File: config.mk
export PLATFORM = sky130hd
export DESIGN_NAME = stream_fifo
export DESIGN_NICKNAME = d
export VERILOG_FILES = /design/src/rtl/stream_fifo.sv
export SDC_FILE = /design/constraint.sdc
export NUM_CORES = 1
export LEC_CHECK = 0
export ABC_AREA = 1
export CORE_ASPECT_RATIO = 1.5
export CORE_MARGIN = 10
export CORE_UTILIZATION = 52
export CTS_CLUSTER_SIZE = 28
export DETAILED_ROUTE_END_ITERATION = 8
export PLACE_DENSITY = 0.82
export REMOVE_ABC_BUFFERS = 1
export SYNTH_ARGS = -nofsm -noshare
export SYNTH_HDL_FRONTEND = slang
export SYNTH_SLANG_ARGS = --single-unit
File: constraint.sdc
create_clock -name clk -period 2.7 [get_ports clk]
set_input_delay 0.27 -clock clk [delete_from_list [all_inputs] [get_ports clk]]
set_output_delay 0.27 -clock clk [all_outputs]
set_load 0.02 [all_outputs]
File: src/rtl/stream_fifo.sv
// stream_fifo: synchronous valid/ready FIFO feeding the downstream buffer stage.
// Storage is one register per entry. All outputs come from registered state only,
// so no input reaches an output combinationally. Flush and reset both drain the
// queue at the clock edge and discard any handshake offered in that cycle.
module stream_fifo #(
  parameter int width        = 16,
  parameter int depth_log2   = 4,
  parameter int afull_margin = 2
) (
  input  logic                  clk,
  input  logic                  rst,
  input  logic                  flush,
  input  logic [width-1:0]      in_data,
  input  logic                  in_valid,
  output logic                  in_ready,
  output logic [width-1:0]      out_data,
  output logic                  out_valid,
  input  logic                  out_ready,
  output logic [depth_log2:0]   count,
  output logic                  almost_full
);

  localparam int depth = 1 << depth_log2;
  localparam logic [depth_log2:0] depth_cnt    = (depth_log2+1)'(depth);
  localparam logic [depth_log2:0] afull_thresh = (depth_log2+1)'(depth - afull_margin);

  logic [depth_log2-1:0] wr_ptr_reg, wr_ptr_next;
  logic [depth_log2-1:0] rd_ptr_reg, rd_ptr_next;
  logic [depth_log2:0]   count_reg, count_next;
  logic                  push;
  logic                  pop;
  logic                  accept;
  logic [depth*width-1:0] entries_flat;

  // Handshake qualifiers. in_ready deliberately ignores out_ready: a full FIFO
  // refuses the write even when the head word leaves in the same cycle.
  assign in_ready  = (count_reg != depth_cnt);
  assign out_valid = (count_reg != '0);
  assign push      = in_valid & in_ready;
  assign pop       = out_valid & out_ready;
  // Handshakes only take effect when neither reset nor flush is active.
  assign accept    = rst & ~flush;

  // Next-state for pointers and occupancy; reset and flush both drain.
  always_comb begin
    wr_ptr_next = wr_ptr_reg;
    rd_ptr_next = rd_ptr_reg;
    count_next  = count_reg;
    if (!accept) begin
      wr_ptr_next = '0;
      rd_ptr_next = '0;
      count_next  = '0;
    end else begin
      if (push) wr_ptr_next = wr_ptr_reg + 1'b1;
      if (pop)  rd_ptr_next = rd_ptr_reg + 1'b1;
      case ({push, pop})
        2'b10:   count_next = count_reg + 1'b1;
        2'b01:   count_next = count_reg - 1'b1;
        default: count_next = count_reg;
      endcase
    end
  end

  // Pointer and occupancy registers.
  always_ff @(posedge clk) begin
    wr_ptr_reg <= wr_ptr_next;
    rd_ptr_reg <= rd_ptr_next;
    count_reg  <= count_next;
  end

  // One storage word per entry; contents are never cleared, only overwritten.
  genvar gi;
  generate
    for (gi = 0; gi < depth; gi++) begin : g_entry
      logic [width-1:0] word_reg;

      // Capture the offered word when this entry is the write target.
      always_ff @(posedge clk) begin
        if (accept && push && (wr_ptr_reg == depth_log2'(gi)))
          word_reg <= in_data;
      end

      assign entries_flat[gi*width +: width] = word_reg;
    end
  endgenerate

  // Head word, masked to zero while empty so stale contents never leak out.
  always_comb begin
    out_data = '0;
    if (out_valid)
      out_data = entries_flat[rd_ptr_reg*width +: width];
  end

  assign count       = count_reg;
  assign almost_full = (count_reg >= afull_thresh);

endmodule

==> results by group, run 1 <==
Detailed routing
  – Final antenna-violating net count: 0
  – Avg WL per Cell: 20.2 µm
  – DRC: 0
  – Total number of vias: 7,612
  – Vias per cell: 5.75
  – DR iter-0 viols: 952
  – Final wirelength: 26.7 mm
  – Drt pass-1 iters: 5

Worst setup path
  – CP max stage cell: dfxtp_4
  – Largest fanout on the critical path: 35
  – Required @ worst endpoint: 2430 ps
  – Reg-to-Reg Start: count[1]
  – Critical Path Sink Type: output pin
  – Crit path to: out_data[0]
  – CP startpoint kind: register
  – Reg2Reg Depth: 14
  – R2R Setup Slk: 300 ps
  – CP cell instances: clkinv_2, bufbuf_16, nand2_1, nand3_1, nand3_1, nand2_1, nand2_1, a21oi_1, dlygate4sd2_1
  – WS Path Type: reg -> out
  – Worst reg2reg path endpoint: count[2]
  – CP arrival: 2270 ps
  – CP dominant cell by count: nand2_1
  – Critical Path Max Stage Delay: 370 ps
  – Critical Path Source: rd_ptr_reg[0]

Floorplan
  – Core area: 0.0211 mm²
  – Die height: 199 µm
  – Row cnt: 65
  – Initial Util: 0.528
  – Die Width: between 100 and 150 µm
  – IO Pins: 45
  – Die area: 0.0278 mm²

Pwr
  – Pwr dens: 704 mW/mm²
  – Lkg Pwr: about 4.8 nW
  – Peak supply drop: between 700 and 800 µV

Clocking
  – CTS tree: built
  – Root buf cell: clkbuf_16
  – Post-CTS Hold Buffers: 0
  – Clk sinks: 269
  – CTS Buf Count: 24
  – Clock latency on the worst-skew pair: 510 ps
  – H-tree Lvls: 1
  – Worst-path clk slew: around 60 ps
  – Worst-case clock buffer depth: 3

STA
  – Max-slew headroom: 0.603
  – Worst-margin pin slew: 594 ps
  – Final Hold Viols: 0
  – RSZ-0062 raised after global routing: false
  – Clock Skew: 5.58 ps
  – Crit path time final: approximately 2500 ps
  – Final Max Tran Viols: 0
  – # setup viols final: 0
  – Fmax: between 300 and 400 MHz
  – Final Cycle Share: 0.941
  – Setup_tns: 0 ps

Layout
  – Final Util: 0.610
  – # fillers: around 1.5k
  – Multi-input logic area: 0.00284 mm²
  – Ratio of cells with drive above 1 in the final layout: 0.0956
  – Final instance area: 0.0128 mm²
  – Register Area: 0.00795 mm²
  – Max reg flops: approximately 260
  – Nets: 1,070
  – Antenna fix cells: 0
  – Synthesis-to-finish area growth: 15.4%

Logic synthesis
  – Top cells by area, synth: edfxtp_1, nand2_1, nand3_1
  – Post-synthesis cell count: ~980
  – Synth Cell Area: 0.0111 mm²
  – Synth unique cells: 23
  – Post-synth top area cell: edfxtp_1
  – Seq/Total Area, Yosys: 0.714
  – Flop and latch count out of synthesis: 269
  – Synthesized area per cell: 11.4 µm²
  – Syn. warnings: 0
  – Share of the synthesized area in the top cell type: 0.691

Min path
  – Hold Path Class: in -> reg

Placement
  – DP Area: 0.0121 mm²
  – Buffers on Ports: 44
  – Routability cong.: 0.844
  – Post-DP HPWL: 15.4 mm

GRT
  – Largest net degree at the start of global routing: between 70 and 80
  – First-pass GRT wire length: 41.0 mm
  – Antenna violations before repair: 1
  – GRT Util Overall: 0.188
  – Remaining global-route overflow: 0
  – Vias in the first global route: 7,668

Status
  – Outcome: completed

Run
  – Max-Cap Viols: 0
==> worst min path at each step <==
stage	endpoint	start	slack, ps	cells after the start
6_report	rd_ptr_reg[1]	out_ready	470	3
3_3_place_gp	wr_ptr_reg[3]	wr_ptr_reg[3]	490	2
5_1_grt	rd_ptr_reg[1]	out_ready	530	3
3_5_place_dp	wr_ptr_reg[2]	wr_ptr_reg[2]	530	2
4_1_cts	rd_ptr_reg[1]	out_ready	460	3
2_1_floorplan	g_entry[0].word_reg[0]	in_data[0]	370	0
==> synth_stat cells <==
| cell | n |
|---|---|
| dfxtp_1 | 13 |
| nand3_1 | 199 |
| buf_1 | 3 |
| nand3b_1 | 1 |
| buf_4 | 14 |
| nand2_1 | 349 |
| clkbuf_1 | 8 |
| nor3_1 | 4 |
| o21bai_1 | 1 |
| inv_2 | 1 |
| xor2_1 | 5 |
| nor2_1 | 21 |
| nor2_2 | 1 |
| nand4_1 | 2 |
| inv_1 | 25 |
| ha_1 | 9 |
| xnor2_1 | 1 |
| a21oi_1 | 28 |
| buf_2 | 28 |
| edfxtp_1 | 256 |
| clkinv_1 | 1 |
| o21ai_0 | 8 |
| nand2_2 | 1 |
==> metrics by stage <==
step / worst slack [ps] / total power, W / std cells / hold WS (ps)
floorplan: -2100 / 0.00541 / 926 / 369
global placement: 354 / 0.00591 / 1279 / 493
detailed placement: 304 / 0.00594 / 1279 / 532
CTS: 188 / 0.00907 / 1324 / 464
global route: 15.5 / 0.00938 / 1324 / 533
finish: 160 / 0.00905 / 1324 / 473
==> area by class of cell <==
class                      count  area share
sequential                   269       0.619
multi-input combinational    630       0.221
timing repair buffer          88      0.0680
clock buffer                  30      0.0502
tap                          268      0.0261
inverter                      27     0.00848
clock inverter                12     0.00692
==> worst max-delay path: cells and delay by family, from the launching register on <==
kind | cells | cell delay (ps)
AO/OA/AOI/OAI | 1 | 130
AND/OR/NAND/NOR | 5 | 390
buffers and inverters | 3 | 870
flip-flops | 1 | 370
==> cells in the final DEF (no fill, tap or decap), types with 5 or more instances in the layout <==
master | netlist | layout
buf_4 | 14 | 35
nand2_1 | 349 | 349
clkinv_2 | 0 | 7
ha_1 | 9 | 9
a21oi_1 | 28 | 28
nand3_1 | 199 | 199
clkbuf_1 | 8 | 5
clkdlybuf4s50_1 | 0 | 28
edfxtp_1 | 256 | 256
dlygate4sd2_1 | 0 | 16
inv_1 | 25 | 23
nor2_2 | 1 | 13
clkbuf_16 | 0 | 25
dfxtp_1 | 13 | 11
nor2_1 | 21 | 9
o21ai_0 | 8 | 8
xor2_1 | 5 | 5
==> routing by layer <==
layer,track usage,vias up,wire [µm]
met3,0.0295,73,2170
met1,0.206,3621,9400
met2,0.343,397,14100
met4,0.0949,2,1050
li1,-,3519,-
met5,0,-,8
==> cells by family after synthesis <==
| family | count (synthesis) | synth area share |
|---|---|---|
| flops | 269 | 0.714 |
| fa+ha+maj | 9 | 0.0101 |
| xor+xnor | 6 | 0.00472 |
| buf+inv | 80 | 0.0349 |
| simple gates | 578 | 0.219 |
| compound gates | 37 | 0.0169 |
==> where the power goes <==
part / switching (W) / internal (W)
clock: 0.00140 / 0.00179
combinational: 0.000811 / 0.000416
sequential: 0.0000283 / 0.00460
total: 0.00224 / 0.00680
==> what timing repair did <==
item / CTS / global route
buffers inserted: 2 / 0
gates resized for setup: 22 / 0
setup endpoints to repair: 16 / 0
Power figures use the tool's default switching activity.
==> run 2: changes to the inputs <==
--- a/config.mk
+++ b/config.mk
@@ -7,12 +7,12 @@
 export LEC_CHECK = 0
 export ABC_AREA = 1
 export CORE_ASPECT_RATIO = 1.5
-export CORE_MARGIN = 10
 export CORE_UTILIZATION = 52
 export CTS_CLUSTER_SIZE = 28
 export DETAILED_ROUTE_END_ITERATION = 8
 export PLACE_DENSITY = 0.82
 export REMOVE_ABC_BUFFERS = 1
+export SKIP_LAST_GASP = 1
 export SYNTH_ARGS = -nofsm -noshare
 export SYNTH_HDL_FRONTEND = slang
 export SYNTH_SLANG_ARGS = --single-unit
==> run 2 against run 1 <==
Sequential power about the same. Combinational power increased by 9.8%. Worst setup slack got worse by 14 ps. Highest routed layer is now met4.
==> results by group, run 2 (same netlist as run 1, synthesis figures left out) <==
Clocking
  – CTS tree: built
  – Root buf cell: clkbuf_16
  – H-tree Lvls: 1 (unchanged)
  – Worst-path clk slew: 70 ps (about the same)
  – Clk sinks: 269 (unchanged)
  – Worst-case clock buffer depth: 3 (unchanged)
  – CTS Buf Count: 23 (-4.2%)
  – Clock latency on the worst-skew pair: 520 ps (about the same)

Pwr
  – Lkg Pwr: 4.83 nW (+1.7%)
  – Seq pwr share: 0.499 (-0.012)
  – Sw frac: 0.252 (+0.00395)
  – Internal Pwr Total: 0.00694 W (+2.0%)
  – Clock power frac: 0.356 (+0.003)
  – Power Total: 0.00927 W (+2.5%)
  – Peak supply drop: 485 µV (-38%)
  – Pwr dens: 715 mW/mm² (+1.6%)
  – NetSw: 0.00234 W (+4.1%)
  – Logic pwr share: 0.145 (+0.009)

Placement
  – Post-DP HPWL: 15.5 mm (+0.75%)
  – DP Area: 0.0121 mm² (about the same)
  – Buffers on Ports: 44 (unchanged)
  – Routability cong.: 0.818 (-3.1%)
  – Setup WS pre-CTS: 347 ps (+43.7 ps)

STA
  – Final Cycle Share: 0.946 (+0.00506)
  – Clock Skew: 8.28 ps (+2.70 ps)
  – Worst-margin pin slew: 614 ps (+19.4 ps)
  – RSZ-0062 raised after global routing: false
  – Fmax: 392 MHz (-0.54%)
  – Setup_tns: 0 ps (unchanged)
  – Max-slew headroom: 0.590 (-0.0130)
  – Final Hold Viols: 0 (unchanged)
  – Final Max Tran Viols: 0 (unchanged)
  – Crit path time final: 2550 ps (+13.7 ps)
  – # setup viols final: 0 (unchanged)
  – Fin worst setup slack: 147 ps (-13.7 ps)

Worst setup path
  – Largest fanout on the critical path: 22 (-37%)
  – WS Path Type: reg -> out
  – Required @ worst endpoint: 2430 ps (about the same)
  – Reg-to-Reg Start: count[0]
  – Reg2Reg Depth: 16 (+2)
  – CP arrival: 2280 ps (about the same)
  – CP startpoint kind: register
  – Critical Path Sink Type: output pin
  – Critical Path Source: rd_ptr_reg[0]

Status
  – Outcome: completed

Layout
  – Nets: 1,075 (+0.47%)
  – Final Util: 0.618 (+0.00803)
  – Ratio of cells with drive above 1 in the final layout: 0.103 (+0.00709)
  – Antenna fix cells: 0 (unchanged)
  – Synthesis-to-finish area growth: 16.5%
  – Final instance area: 0.0130 mm² (+0.92%)
  – Max reg flops: 256 (unchanged)
  – Leading cell type in the layout, fill and taps excluded: nand2_1
  – Most frequent cells in the layout: nand2_1, edfxtp_1, nand3_1, buf_4

Run
  – Max-Cap Viols: 0 (unchanged)

Floorplan
  – Die area: 0.0220 mm² (-21%)
  – Die Width: 121 µm (-13%)
  – Initial Util: 0.530 (+0.00205)
  – Core area: 0.0210 mm² (-0.39%)
  – Row cnt: 65 (unchanged)
  – IO Pins: 45 (unchanged)
  – Die height: 181 µm (-9.0%)

Min path
  – Hold Startpoint: out_ready
  – Worst hold stages: 3 (unchanged)
  – Hold Path Class: in -> reg

Detailed routing
  – DR iter-0 viols: 848 (-11%)
  – Drt pass-1 iters: 5 (unchanged)
  – Vias per cell: 5.84 (+1.5%)
  – Total number of vias: 7,758 (+1.9%)
  – DRC: 0 (unchanged)
  – Final antenna-violating net count: 0 (unchanged)
  – Avg WL per Cell: 21.0 µm (+4.0%)
  – Final wirelength: 27.9 mm (+4.4%)

GRT
  – GRT Util Overall: 0.265 (+0.0767)
  – Largest net degree at the start of global routing: 47 (-35%)
  – First-pass GRT wire length: 43.5 mm (+6.0%)
  – Vias in the first global route: 7,852 (+2.4%)
  – Remaining global-route overflow: 0 (unchanged)
  – Antenna violations before repair: 0 (-1)
==> run 2: per-layer routing <==
layer  vias up  GRT usage  wire length (µm)
li1       3531          -                 -
met1      3657      0.316              9570
met2       473      0.454             14700
met3        97     0.0429              2360
met4         0      0.140              1280
met5         -          0                 0
==> run 2: worst paths after layout <==
check | to | slack [ps]
setup reg to reg | count[4] | 270
setup / recovery | out_data[0] | 150
hold reg to reg | wr_ptr_reg[3] | 530
hold / removal | rd_ptr_reg[1] | 460
==> run 2: power groups by stage <==
stage                     Clock [W]  Sequential, W  Combinational [W]
after floorplan                   0        0.00477           0.000638
final                       0.00330        0.00463            0.00135
after detailed placement          0        0.00471            0.00123
after CTS                   0.00330        0.00462            0.00133
after global routing        0.00346        0.00463            0.00146
after global placement            0        0.00471            0.00121
==> run 2: what timing repair did <==
action / in CTS / in global routing
cloned: 3 / 0
resized for setup: 18 / 6
endpoints found under the setup margin: 16 / 5
hold buffers: 0 / 0
buffers inserted: 4 / 0
==> run 2: layout make-up <==
class	count	area [µm²]
Sequential cell	269	7950
Fill cell	1565	8020
Clock buffer	25	583
Tap cell	268	335
Inverter	27	110
Clock inverter	16	160
Multi-Input combinational cell	630	2840
Timing Repair Buffer	94	981
==> run 2: per-stage QoR <==
step | std cells | hold slack (ps)
finish | 1329 | 465
detailed placement | 1281 | 515
global route | 1329 | 488
floorplan | 926 | 369
global placement | 1281 | 488
CTS | 1329 | 456
==> run 2: worst max-delay path, cell delays in order (launching register included) <==
cell,delay [ps]
dfxtp_4,390
clkinv_4,150
bufbuf_16,330
nand2_1,70
nand3_1,80
nand3_1,80
nand2_1,70
nand2_1,80
a21oi_1,150
dlygate4sd2_1,370
